### src/rtl/alu_pkg.sv
// Shared ALU definitions: opcode map, operation classes and sequencer state encoding.
package alu_pkg;

  localparam logic [4:0] ALU_OP_AND = 5'b00000;
  localparam logic [4:0] ALU_OP_OR  = 5'b00001;
  localparam logic [4:0] ALU_OP_XOR = 5'b00010;
  localparam logic [4:0] ALU_OP_ADD = 5'b00011;
  localparam logic [4:0] ALU_OP_SUB = 5'b00100;
  localparam logic [4:0] ALU_OP_MUL = 5'b10011;
  localparam logic [4:0] ALU_OP_DIV = 5'b10100;

  // Single-cycle opcodes form two ranges around the reserved 01100/01101 hole.
  localparam logic [4:0] ALU_OP_SGL0_LAST  = 5'b01011;
  localparam logic [4:0] ALU_OP_SGL1_FIRST = 5'b01110;
  localparam logic [4:0] ALU_OP_SGL1_LAST  = 5'b10010;

  typedef enum logic [1:0] {
    CLS_SINGLE,
    CLS_MUL,
    CLS_DIV,
    CLS_ILLEGAL
  } op_cls_e;

  typedef enum logic [2:0] {
    ST_IDLE,
    ST_EXEC,
    ST_WAIT_MUL,
    ST_WAIT_DIV,
    ST_RESP
  } seq_state_e;

endpackage

### src/rtl/alu_op_decode.sv
// Combinational opcode classifier; shared with the control unit.
module alu_op_decode
  import alu_pkg::*;
(
  input  logic [4:0] op,
  output op_cls_e    cls
);

  always_comb begin
    cls = CLS_ILLEGAL;
    if (op == ALU_OP_MUL) begin
      cls = CLS_MUL;
    end else if (op == ALU_OP_DIV) begin
      cls = CLS_DIV;
    end else if ((op <= ALU_OP_SGL0_LAST) ||
                 ((op >= ALU_OP_SGL1_FIRST) && (op <= ALU_OP_SGL1_LAST))) begin
      cls = CLS_SINGLE;
    end
  end

endmodule

### src/rtl/alu_op_sequencer.sv
// Request/response controller in front of the ALU and divider.
// Optional feature: define ALU_SEQ_ZERO_FLAG_EN to add the rsp_zero output.
module alu_op_sequencer
  import alu_pkg::*;
#(
  parameter int MUL_LAT     = 2,
  parameter int DIV_TIMEOUT = 64
) (
  input  logic        clk,
  input  logic        clr,
  input  logic        req_valid,
  output logic        req_ready,
  input  logic [4:0]  req_op,
  input  logic [31:0] req_a,
  input  logic [31:0] req_b,
  output logic [31:0] alu_a,
  output logic [31:0] alu_b,
  output logic [4:0]  alu_op,
  input  logic [63:0] alu_c,
  output logic        div_start,
  input  logic        div_done,
  output logic        rsp_valid,
  input  logic        rsp_ready,
  output logic [31:0] rsp_lo,
  output logic [31:0] rsp_hi,
  output logic        err_op,
`ifdef ALU_SEQ_ZERO_FLAG_EN
  output logic        rsp_zero,
`endif
  output logic        busy
);

  localparam int CNT_MAX = (MUL_LAT > DIV_TIMEOUT) ? MUL_LAT : DIV_TIMEOUT;
  localparam int CNT_W   = $clog2(CNT_MAX + 1);
  localparam logic [CNT_W-1:0] MUL_LAST = CNT_W'(MUL_LAT - 1);
  localparam logic [CNT_W-1:0] DIV_LAST = CNT_W'(DIV_TIMEOUT - 1);

  seq_state_e       state;
  op_cls_e          req_cls;
  logic [CNT_W-1:0] cnt;

  logic        cap_en;
  logic        cap_err;
  logic [31:0] cap_lo;
  logic [31:0] cap_hi;

  alu_op_decode u_decode (
    .op  (req_op),
    .cls (req_cls)
  );

  assign req_ready = (state == ST_IDLE);
  assign busy      = (state != ST_IDLE);

  // Decide whether this cycle ends the operation and what the response carries.
  always_comb begin
    cap_en  = 1'b0;
    cap_err = 1'b0;
    cap_lo  = '0;
    cap_hi  = '0;
    case (state)
      ST_IDLE: begin
        if (req_valid && (req_cls == CLS_ILLEGAL)) begin
          cap_en  = 1'b1;
          cap_err = 1'b1;
        end
      end
      ST_EXEC: begin
        cap_en = 1'b1;
        cap_lo = alu_c[31:0];
      end
      ST_WAIT_MUL: begin
        if (cnt == MUL_LAST) begin
          cap_en = 1'b1;
          cap_lo = alu_c[31:0];
          cap_hi = alu_c[63:32];
        end
      end
      ST_WAIT_DIV: begin
        if (div_done) begin
          cap_en = 1'b1;
          cap_lo = alu_c[31:0];
        end else if (cnt == DIV_LAST) begin
          cap_en  = 1'b1;
          cap_err = 1'b1;
        end
      end
      default: ;
    endcase
  end

  always_ff @(posedge clk) begin
    if (clr) begin
      state     <= ST_IDLE;
      cnt       <= '0;
      alu_a     <= '0;
      alu_b     <= '0;
      alu_op    <= '0;
      div_start <= 1'b0;
      rsp_valid <= 1'b0;
      rsp_lo    <= '0;
      rsp_hi    <= '0;
      err_op    <= 1'b0;
`ifdef ALU_SEQ_ZERO_FLAG_EN
      rsp_zero  <= 1'b0;
`endif
    end else begin
      div_start <= 1'b0;
      if (cap_en) begin
        state     <= ST_RESP;
        cnt       <= '0;
        rsp_valid <= 1'b1;
        rsp_lo    <= cap_lo;
        rsp_hi    <= cap_hi;
        err_op    <= cap_err;
`ifdef ALU_SEQ_ZERO_FLAG_EN
        rsp_zero  <= ({cap_hi, cap_lo} == 64'd0) && !cap_err;
`endif
      end
      case (state)
        ST_IDLE: begin
          if (req_valid) begin
            alu_a  <= req_a;
            alu_b  <= req_b;
            alu_op <= req_op;
            cnt    <= '0;
            case (req_cls)
              CLS_SINGLE: state <= ST_EXEC;
              CLS_MUL:    state <= ST_WAIT_MUL;
              CLS_DIV: begin
                state     <= ST_WAIT_DIV;
                div_start <= 1'b1;
              end
              default: ;
            endcase
          end
        end
        ST_EXEC: ;
        ST_WAIT_MUL, ST_WAIT_DIV: begin
          if (!cap_en) cnt <= cnt + CNT_W'(1);
        end
        ST_RESP: begin
          if (rsp_ready) begin
            rsp_valid <= 1'b0;
            state     <= ST_IDLE;
          end
        end
        default: state <= ST_IDLE;
      endcase
    end
  end

endmodule

### config.mk
export PLATFORM = sky130hd
export DESIGN_NAME = alu_op_sequencer
export DESIGN_NICKNAME = d
export VERILOG_FILES = /design/src/rtl/alu_pkg.sv /design/src/rtl/alu_op_decode.sv /design/src/rtl/alu_op_sequencer.sv
export SDC_FILE = /design/constraint.sdc
export NUM_CORES = 1
export LEC_CHECK = 0
export CORE_MARGIN = 4
export CORE_UTILIZATION = 41
export CTS_CLUSTER_SIZE = 12
export DETAILED_ROUTE_END_ITERATION = 6
export MAX_ROUTING_LAYER = met4
export PLACE_DENSITY = 0.92
export SKIP_LAST_GASP = 1
export SYNTH_ARGS = -nofsm -noshare
export SYNTH_HDL_FRONTEND = slang
export SYNTH_SLANG_ARGS = --single-unit
### constraint.sdc
create_clock -name clk -period 3.75 [get_ports clk]
set_clock_uncertainty 0.2 [all_clocks]
set_input_delay 1.125 -clock clk [delete_from_list [all_inputs] [get_ports clk]]
set_output_delay 1.125 -clock clk [all_outputs]
set_load 0.1 [all_outputs]
==> results of run 1 <==
## worst max-delay path: stages
cell	delay, ps
clkdlybuf4s50_1	470
o21ai_0	180
nand2_1	80
a22oi_1	250
inv_1	80
ha_1	220
and2_1	160
or3_2	520
buf_12	180
a211oi_1	210
## registers in the layout (all words and copies together), names as in the netlist
register and flops:
alu_a 32, alu_b 32, alu_op 5, cnt 7
div_start 1, err_op 1, rsp_hi 32, rsp_lo 32
rsp_valid 1, state 3
## kinds of logic after synthesis
logic type               Yosys count
buffers and inverters             93
AO/OA/AOI/OAI                    193
XOR/XNOR                           1
flip-flops                       146
AND/OR/NAND/NOR                  188
adder cells (fa/ha/maj)            4
## cell usage in the layout (no fill, tap or decap), drive strengths merged, types with 3 or more instances in the layout
cell / instances
a32o: 32
a211oi: 6
a21oi: 72
nand2: 145
or3: 3
inv: 41
o32ai: 32
clkinv: 5
nand3: 5
nor3: 9
o21a: 3
clkbuf: 20
clkdlybuf4s50: 136
or4: 3
a22oi: 3
clkinvlp: 3
dfxtp: 146
nand2b: 3
nor2: 5
nor2b: 4
ha: 4
buf: 154
o21ai: 40
## metrics by stage
stage	instance area (µm²)	setup WS, ps
2_1_floorplan	5720	257
3_3_place_gp	8270	10.2
3_5_place_dp	8270	-46.0
4_1_cts	8830	374
5_1_grt	8830	214
6_report	8830	382
## routing by layer
layer | track usage, % | part of all wire [%] | vias up | wire (µm)
met2 | 38.1 | 53 | 189 | 9450
met4 | 8.83 | 2.8 | 0 | 496
met3 | 5.21 | 5.0 | 38 | 898
met5 | - | 0 | - | 0
met1 | 24.0 | 39 | 2633 | 6960
li1 | - | - | 2683 | -
## power groups by stage
stage               logic (µW)  clock network, µW  registers (µW)
global placement          1710                  0            1780
detailed placement        1720                  0            1790
finish                    1720               1570            1750
CTS                       1720               1610            1750
floorplan                  459                  0            2570
global route              1790               1670            1770
## cell type report
cell class / count / share of cell area [%]
sequential: 146 / 33.1
clock buffer: 20 / 5.17
timing repair buffer: 290 / 29.4
tap: 176 / 2.49
inverter: 37 / 1.57
clock inverter: 12 / 1.12
multi-input combinational: 386 / 27.2
## final timing paths
check | start | slack [ps] | endpoint
hold reg to reg | alu_b[15] | 250 | alu_b[15]
setup / recovery | req_op[2] | 380 | cnt[6]
setup reg to reg | state[2] | 1080 | cnt[6]
hold / removal | alu_b[15] | 250 | alu_b[15]
==> flow_metrics.py, run 1 <==
metrics = {
    "yosys": {
        "syn-cell-area_mm2": 0.00572,
        "yosys_warnings": 0,
        "ys_seq_area_share_pct": 51.1,
        "synthAdderAreaFrac_pct": 0.874,
        "synth_edf_count": 0,
        "synthTopCellsByArea": "dfxtp_1, nand2_1, o32ai_2",
        "synth_top_area_share_pct": 51.1,
        "ys.flop_type": "dfxtp_1",
        "synth_commonest_cells": "dfxtp_1, nand2_1, a21oi_1",
        "synth.most_common_cell": "dfxtp_1",
        "async_reset_ff_share_pct": 0,
        "synth_cell_types": 38,
        "synth_top_family_by_area": "compound AO/OA/AOI/OAI gates",
        "ys_seq_elements": 146,
        "syn_area_per_cell_um2": 9.16,
        "synth-simple-area-share_pct": 14.8,
        "synthXorXnorAreaFrac_pct": 0.153,
        "synth_compound_area_share_pct": 25.9,
        "synth_top_area_cell": "dfxtp_1",
        "syn_nets": 767,
        "synthMuxAreaShare_pct": 0,
        "synth_cells": 625,
    },
    "timing": {
        "setup-tns-final_ps": 0,
        "worst_pin_slew_ps": 769,
        "hold_violations": 0,
        "fmax_mhz": 297,
        "min_period_over_period_pct": 89.8,
        "hold_ws_ps": 254,
        "setup_violations": 0,
        "final.min_clock_period_ps": 3370,
        "slew_headroom_pct": 48.7,
        "finalMaxSlewViolations": 0,
        "rsz0062_at_grt": "no",
    },
    "layout": {
        "antenna_cells": 0,
        "drive_gt1_share_pct": 24.6,
        "num-fill-cells": 1091,
        "final_cells": 1067,
        "multi_input_area_mm2": 0.00240,
        "fin_util_pct": 65.6,
        "nets": 1020,
        "area_growth_pct": 54.3,
        "ff_latch_area_mm2": 0.00292,
    },
    "critical_path": {
        "cp.arrival_ps": 3480,
        "cp_max_fo": 14,
        "path_class": "in -> reg",
        "end_kind": "register",
        "worst_ep_required_time_ps": 3870,
        "reg2reg_depth": 6,
        "start_kind": "input pin",
    },
    "drt": {
        "ant_nets": 0,
        "totalWireLength_mm": 17.8,
        "vias": 5543,
        "drcViolationCount": 0,
        "drt_iter0_markers": 333,
        "post_drt_wl_per_cell_um": 16.7,
        "viasPerCell": 5.19,
        "drt_first_pass_iters": 6,
    },
    "power_and_ir_drop": {
        "ir_worst_vdd_mv": 0.357,
        "total_power_uw": 5040,
        "clkPwrFrac_pct": 31.2,
        "combPwrFrac_pct": 34.0,
        "netSwitchingFraction_pct": 40.3,
        "cell_internal_pwr_uw": 3010,
        "seq_power_share_pct": 34.8,
        "p_sw_uw": 2030,
        "power.leakage_uw": 0.00363,
        "pwr_density_cell_mw_per_mm2": 571,
    },
    "cts": {
        "ctsHtreeMaxLevel": 4,
        "ctsRootBufferMaster": "clkbuf_16",
        "clk_pin_slew_ps": 60,
        "clock-sinks": 146,
        "ctsResizeCount": 0,
        "cts_buffers": 17,
        "cts_setup_buffers": 0,
        "worst_skew_pair.late_latency_ps": 410,
        "cts_tree": "yes",
        "cts_buffer_depth": 2,
        "cts_hold_buf": 0,
    },
    "die": {
        "row_count": 42,
        "initial_utilization_pct": 42.6,
        "die_h_um": 126,
        "fp.dieW_um": 126,
        "ioPinCount": 276,
        "coreArea_mm2": 0.0135,
        "dieArea_mm2": 0.0159,
    },
    "grt": {
        "antenna_found_initial": 0,
        "grtUsageTotal_pct": 21.9,
        "grt_pass1_wl_mm": 27.4,
        "grt_pass1_vias": 5527,
        "gr-total-overflow": 0,
        "grt_start_max_net_pins": 71,
    },
    "placement": {
        "dp_cells": 1035,
        "port_buffers": 275,
        "place_congestion": 0.847,
        "detailedPlacementHpwl_mm": 12.8,
    },
    "hold_path": {
        "hold_depth": 2,
        "hold_class": "reg -> reg",
    },
    "status": {
        "status": "complete, no violations",
    },
    "job": {
        "maxCapViolCount": 0,
    },
}
(Power assumes the default switching activity.)
==> run 2: changes to the inputs <==
--- a/config.mk
+++ b/config.mk
@@ -6,11 +6,11 @@
 export NUM_CORES = 1
 export LEC_CHECK = 0
 export CORE_MARGIN = 4
-export CORE_UTILIZATION = 41
+export CORE_UTILIZATION = 44
 export CTS_CLUSTER_SIZE = 12
 export DETAILED_ROUTE_END_ITERATION = 6
 export MAX_ROUTING_LAYER = met4
-export PLACE_DENSITY = 0.92
+export PLACE_DENSITY = 0.95
 export SKIP_LAST_GASP = 1
 export SYNTH_ARGS = -nofsm -noshare
 export SYNTH_HDL_FRONTEND = slang
==> constraint.sdc (replaced) <==
create_clock -name clk -period 4.4 [get_ports clk]
set_clock_uncertainty 0.2 [all_clocks]
set_input_delay 1.32 -clock clk [delete_from_list [all_inputs] [get_ports clk]]
set_output_delay 1.32 -clock clk [all_outputs]
set_load 0.1 [all_outputs]
==> run 2 against run 1 <==
Core utilization rose by 6.1 points. Register-to-register slack better by 690 ps. Worst setup slack gained 280 ps. Cell count decreased by 0.75%. Clock power is 10% lower. Clock-buffer cell count grew 1.
==> flow_metrics.py, run 2 (synthesis gave the netlist of run 1 again) <==
metrics = {
    "status": {
        "status": "complete, no violations",
    },
    "timing": {
        "setup_violations": 0,
        "setup-tns-final_ps": 0,
        "worst_pin_slew_ps": 1040,
        "hold_violations": 0,
        "finalMaxSlewViolations": 0,
        "setup_slack_ps": 666,
        "final.min_clock_period_ps": 3730,
        "rsz0062_at_grt": "no",
        "slew_headroom_pct": 30.2,
        "fmax_mhz": 268,
        "min_period_over_period_pct": 84.9,
    },
    "hold_path": {
        "hold_class": "reg -> reg",
    },
    "cts": {
        "cts_tree": "yes",
        "worst_skew_pair.late_latency_ps": 420,
        "ctsRootBufferMaster": "clkbuf_16",
        "clock-sinks": 146,
        "ctsHtreeMaxLevel": 4,
        "ctsResizeCount": 0,
        "clk_pin_slew_ps": 60,
        "cts_hold_buf": 0,
        "cts_buffers": 17,
        "cts_setup_buffers": 0,
        "cts_buffer_depth": 2,
    },
    "power_and_ir_drop": {
        "pwr_density_cell_mw_per_mm2": 482,
        "power.leakage_uw": 0.00334,
        "ir_worst_vdd_mv": 0.377,
        "combPwrFrac_pct": 33.8,
        "netSwitchingFraction_pct": 38.8,
        "seq_power_share_pct": 34.0,
        "cell_internal_pwr_uw": 2680,
        "p_sw_uw": 1700,
        "clkPwrFrac_pct": 32.3,
    },
    "placement": {
        "dpl_worst_slack_ps": 218,
        "dp_cells": 1027,
        "detailedPlacementHpwl_mm": 12.6,
        "port_buffers": 275,
        "place_congestion": 0.789,
    },
    "grt": {
        "grt_pass1_wl_mm": 28.7,
        "gr-total-overflow": 0,
        "gr-usage-met2_pct": 42.7,
        "use_met3_pct": 5.85,
        "grt-busiest-layer": "met2",
        "antenna_found_initial": 0,
        "grt_start_max_net_pins": 71,
        "grtUsageTotal_pct": 25.3,
        "grtUsageMet1_pct": 28.4,
        "grt_pass1_vias": 5585,
    },
    "critical_path": {
        "cp.arrival_ps": 3870,
        "start_kind": "input pin",
        "crit_slowest_cell": "clkdlybuf4s50_1",
        "cp_max_fo": 40,
        "critical-path-max-stage-delay_ps": 480,
        "end_kind": "register",
        "cp_cell_sequence": "clkdlybuf4s50_1, o21ai_0, nand2_1, a22oi_1, inv_1, ha_1, and2_1, or3_2, buf_4, a211oi_1",
        "path_class": "in -> reg",
        "worst_ep_required_time_ps": 4540,
    },
    "die": {
        "coreArea_mm2": 0.0127,
        "initial_utilization_pct": 45.2,
        "ioPinCount": 276,
        "row_count": 41,
        "die_h_um": 122,
        "fp.dieW_um": 122,
        "dieArea_mm2": 0.0149,
    },
    "layout": {
        "final_common_cell": "clkdlybuf4s50_1",
        "drive_gt1_share_pct": 8.91,
        "layout_common_cells": "clkdlybuf4s50_1, dfxtp_1, nand2_1, a21oi_1, o21ai_0",
        "fin_util_pct": 71.7,
        "final_cells": 1059,
        "nets": 1016,
        "antenna_cells": 0,
        "area_growth_pct": 58.7,
        "num-fill-cells": 916,
    },
    "drt": {
        "ant_nets": 0,
        "post_drt_wl_per_cell_um": 17.7,
        "drt_iter0_markers": 352,
        "drt_first_pass_iters": 5,
        "totalWireLength_mm": 18.7,
        "viasPerCell": 5.24,
        "drcViolationCount": 0,
        "vias": 5553,
    },
    "job": {
        "maxCapViolCount": 0,
    },
}
==> run 2: cell count changes in the layout (fill, tap and decap cells not counted) <==
| cell | previous run | this run |
|---|---|---|
| buf_4 | 148 | 14 |
| clkinvlp_4 | 3 | 2 |
| inv_8 | 2 | 0 |
| clkbuf_8 | 2 | 3 |
| buf_12 | 6 | 0 |
| clkinv_4 | 3 | 0 |
| inv_6 | 2 | 0 |
| clkdlybuf4s50_1 | 136 | 272 |
| bufinv_16 | 0 | 2 |
| clkinv_2 | 2 | 7 |
==> run 2: per-stage QoR <==
step | hold slack (ps) | power (µW) | instance area [µm²]
after global routing | 267 | 4540 | 9080
after CTS | 253 | 4400 | 9080
after detailed placement | 246 | 2990 | 8500
after floorplan | 294 | 2580 | 5720
after global placement | 241 | 2970 | 8500
final | 250 | 4380 | 9080
==> run 2: power groups by stage <==
stage                     Clock, µW  Combinational [µW]  Sequential [µW]
after floorplan                   0                 391             2190
after global placement            0                1460             1510
after detailed placement          0                1470             1510
after CTS                      1430                1480             1490
after global routing           1500                1540             1500
final                          1410                1480             1490
==> run 2: layout make-up <==
type,count,area [µm²],area share [%]
inverter,37,139,1.53
multi-input combinational,386,2400,26.4
sequential,146,2920,32.2
clock inverter,11,110,1.21
clock buffer,21,470,5.18
tap,172,215,2.37
timing repair buffer,286,2830,31.1
==> run 2: final timing paths <==
| check | startpoint | end | slack (ps) | depth (start not counted) |
|---|---|---|---|---|
| hold / removal | alu_b[12] | alu_b[12] | 250 | 2 |
| setup reg to reg | state[1] | rsp_lo[26] | 1770 | 5 |
| hold reg to reg | alu_b[12] | alu_b[12] | 250 | 2 |
| setup / recovery | req_op[2] | cnt[2] | 670 | 10 |
==> run 2: critical path: cells and delay by family <==
family | cells | cell delay, ps
buf+inv | 3 | 860
simple gates | 3 | 730
compound gates | 3 | 700
fa+ha+maj | 1 | 230
==> run 2: layer usage <==
metal  part of all wire (%)  up-vias
li1                       -     2675
met1                     39     2625
met2                     52      209
met3                    5.6       44
met4                    3.1        0
met5                      0        -
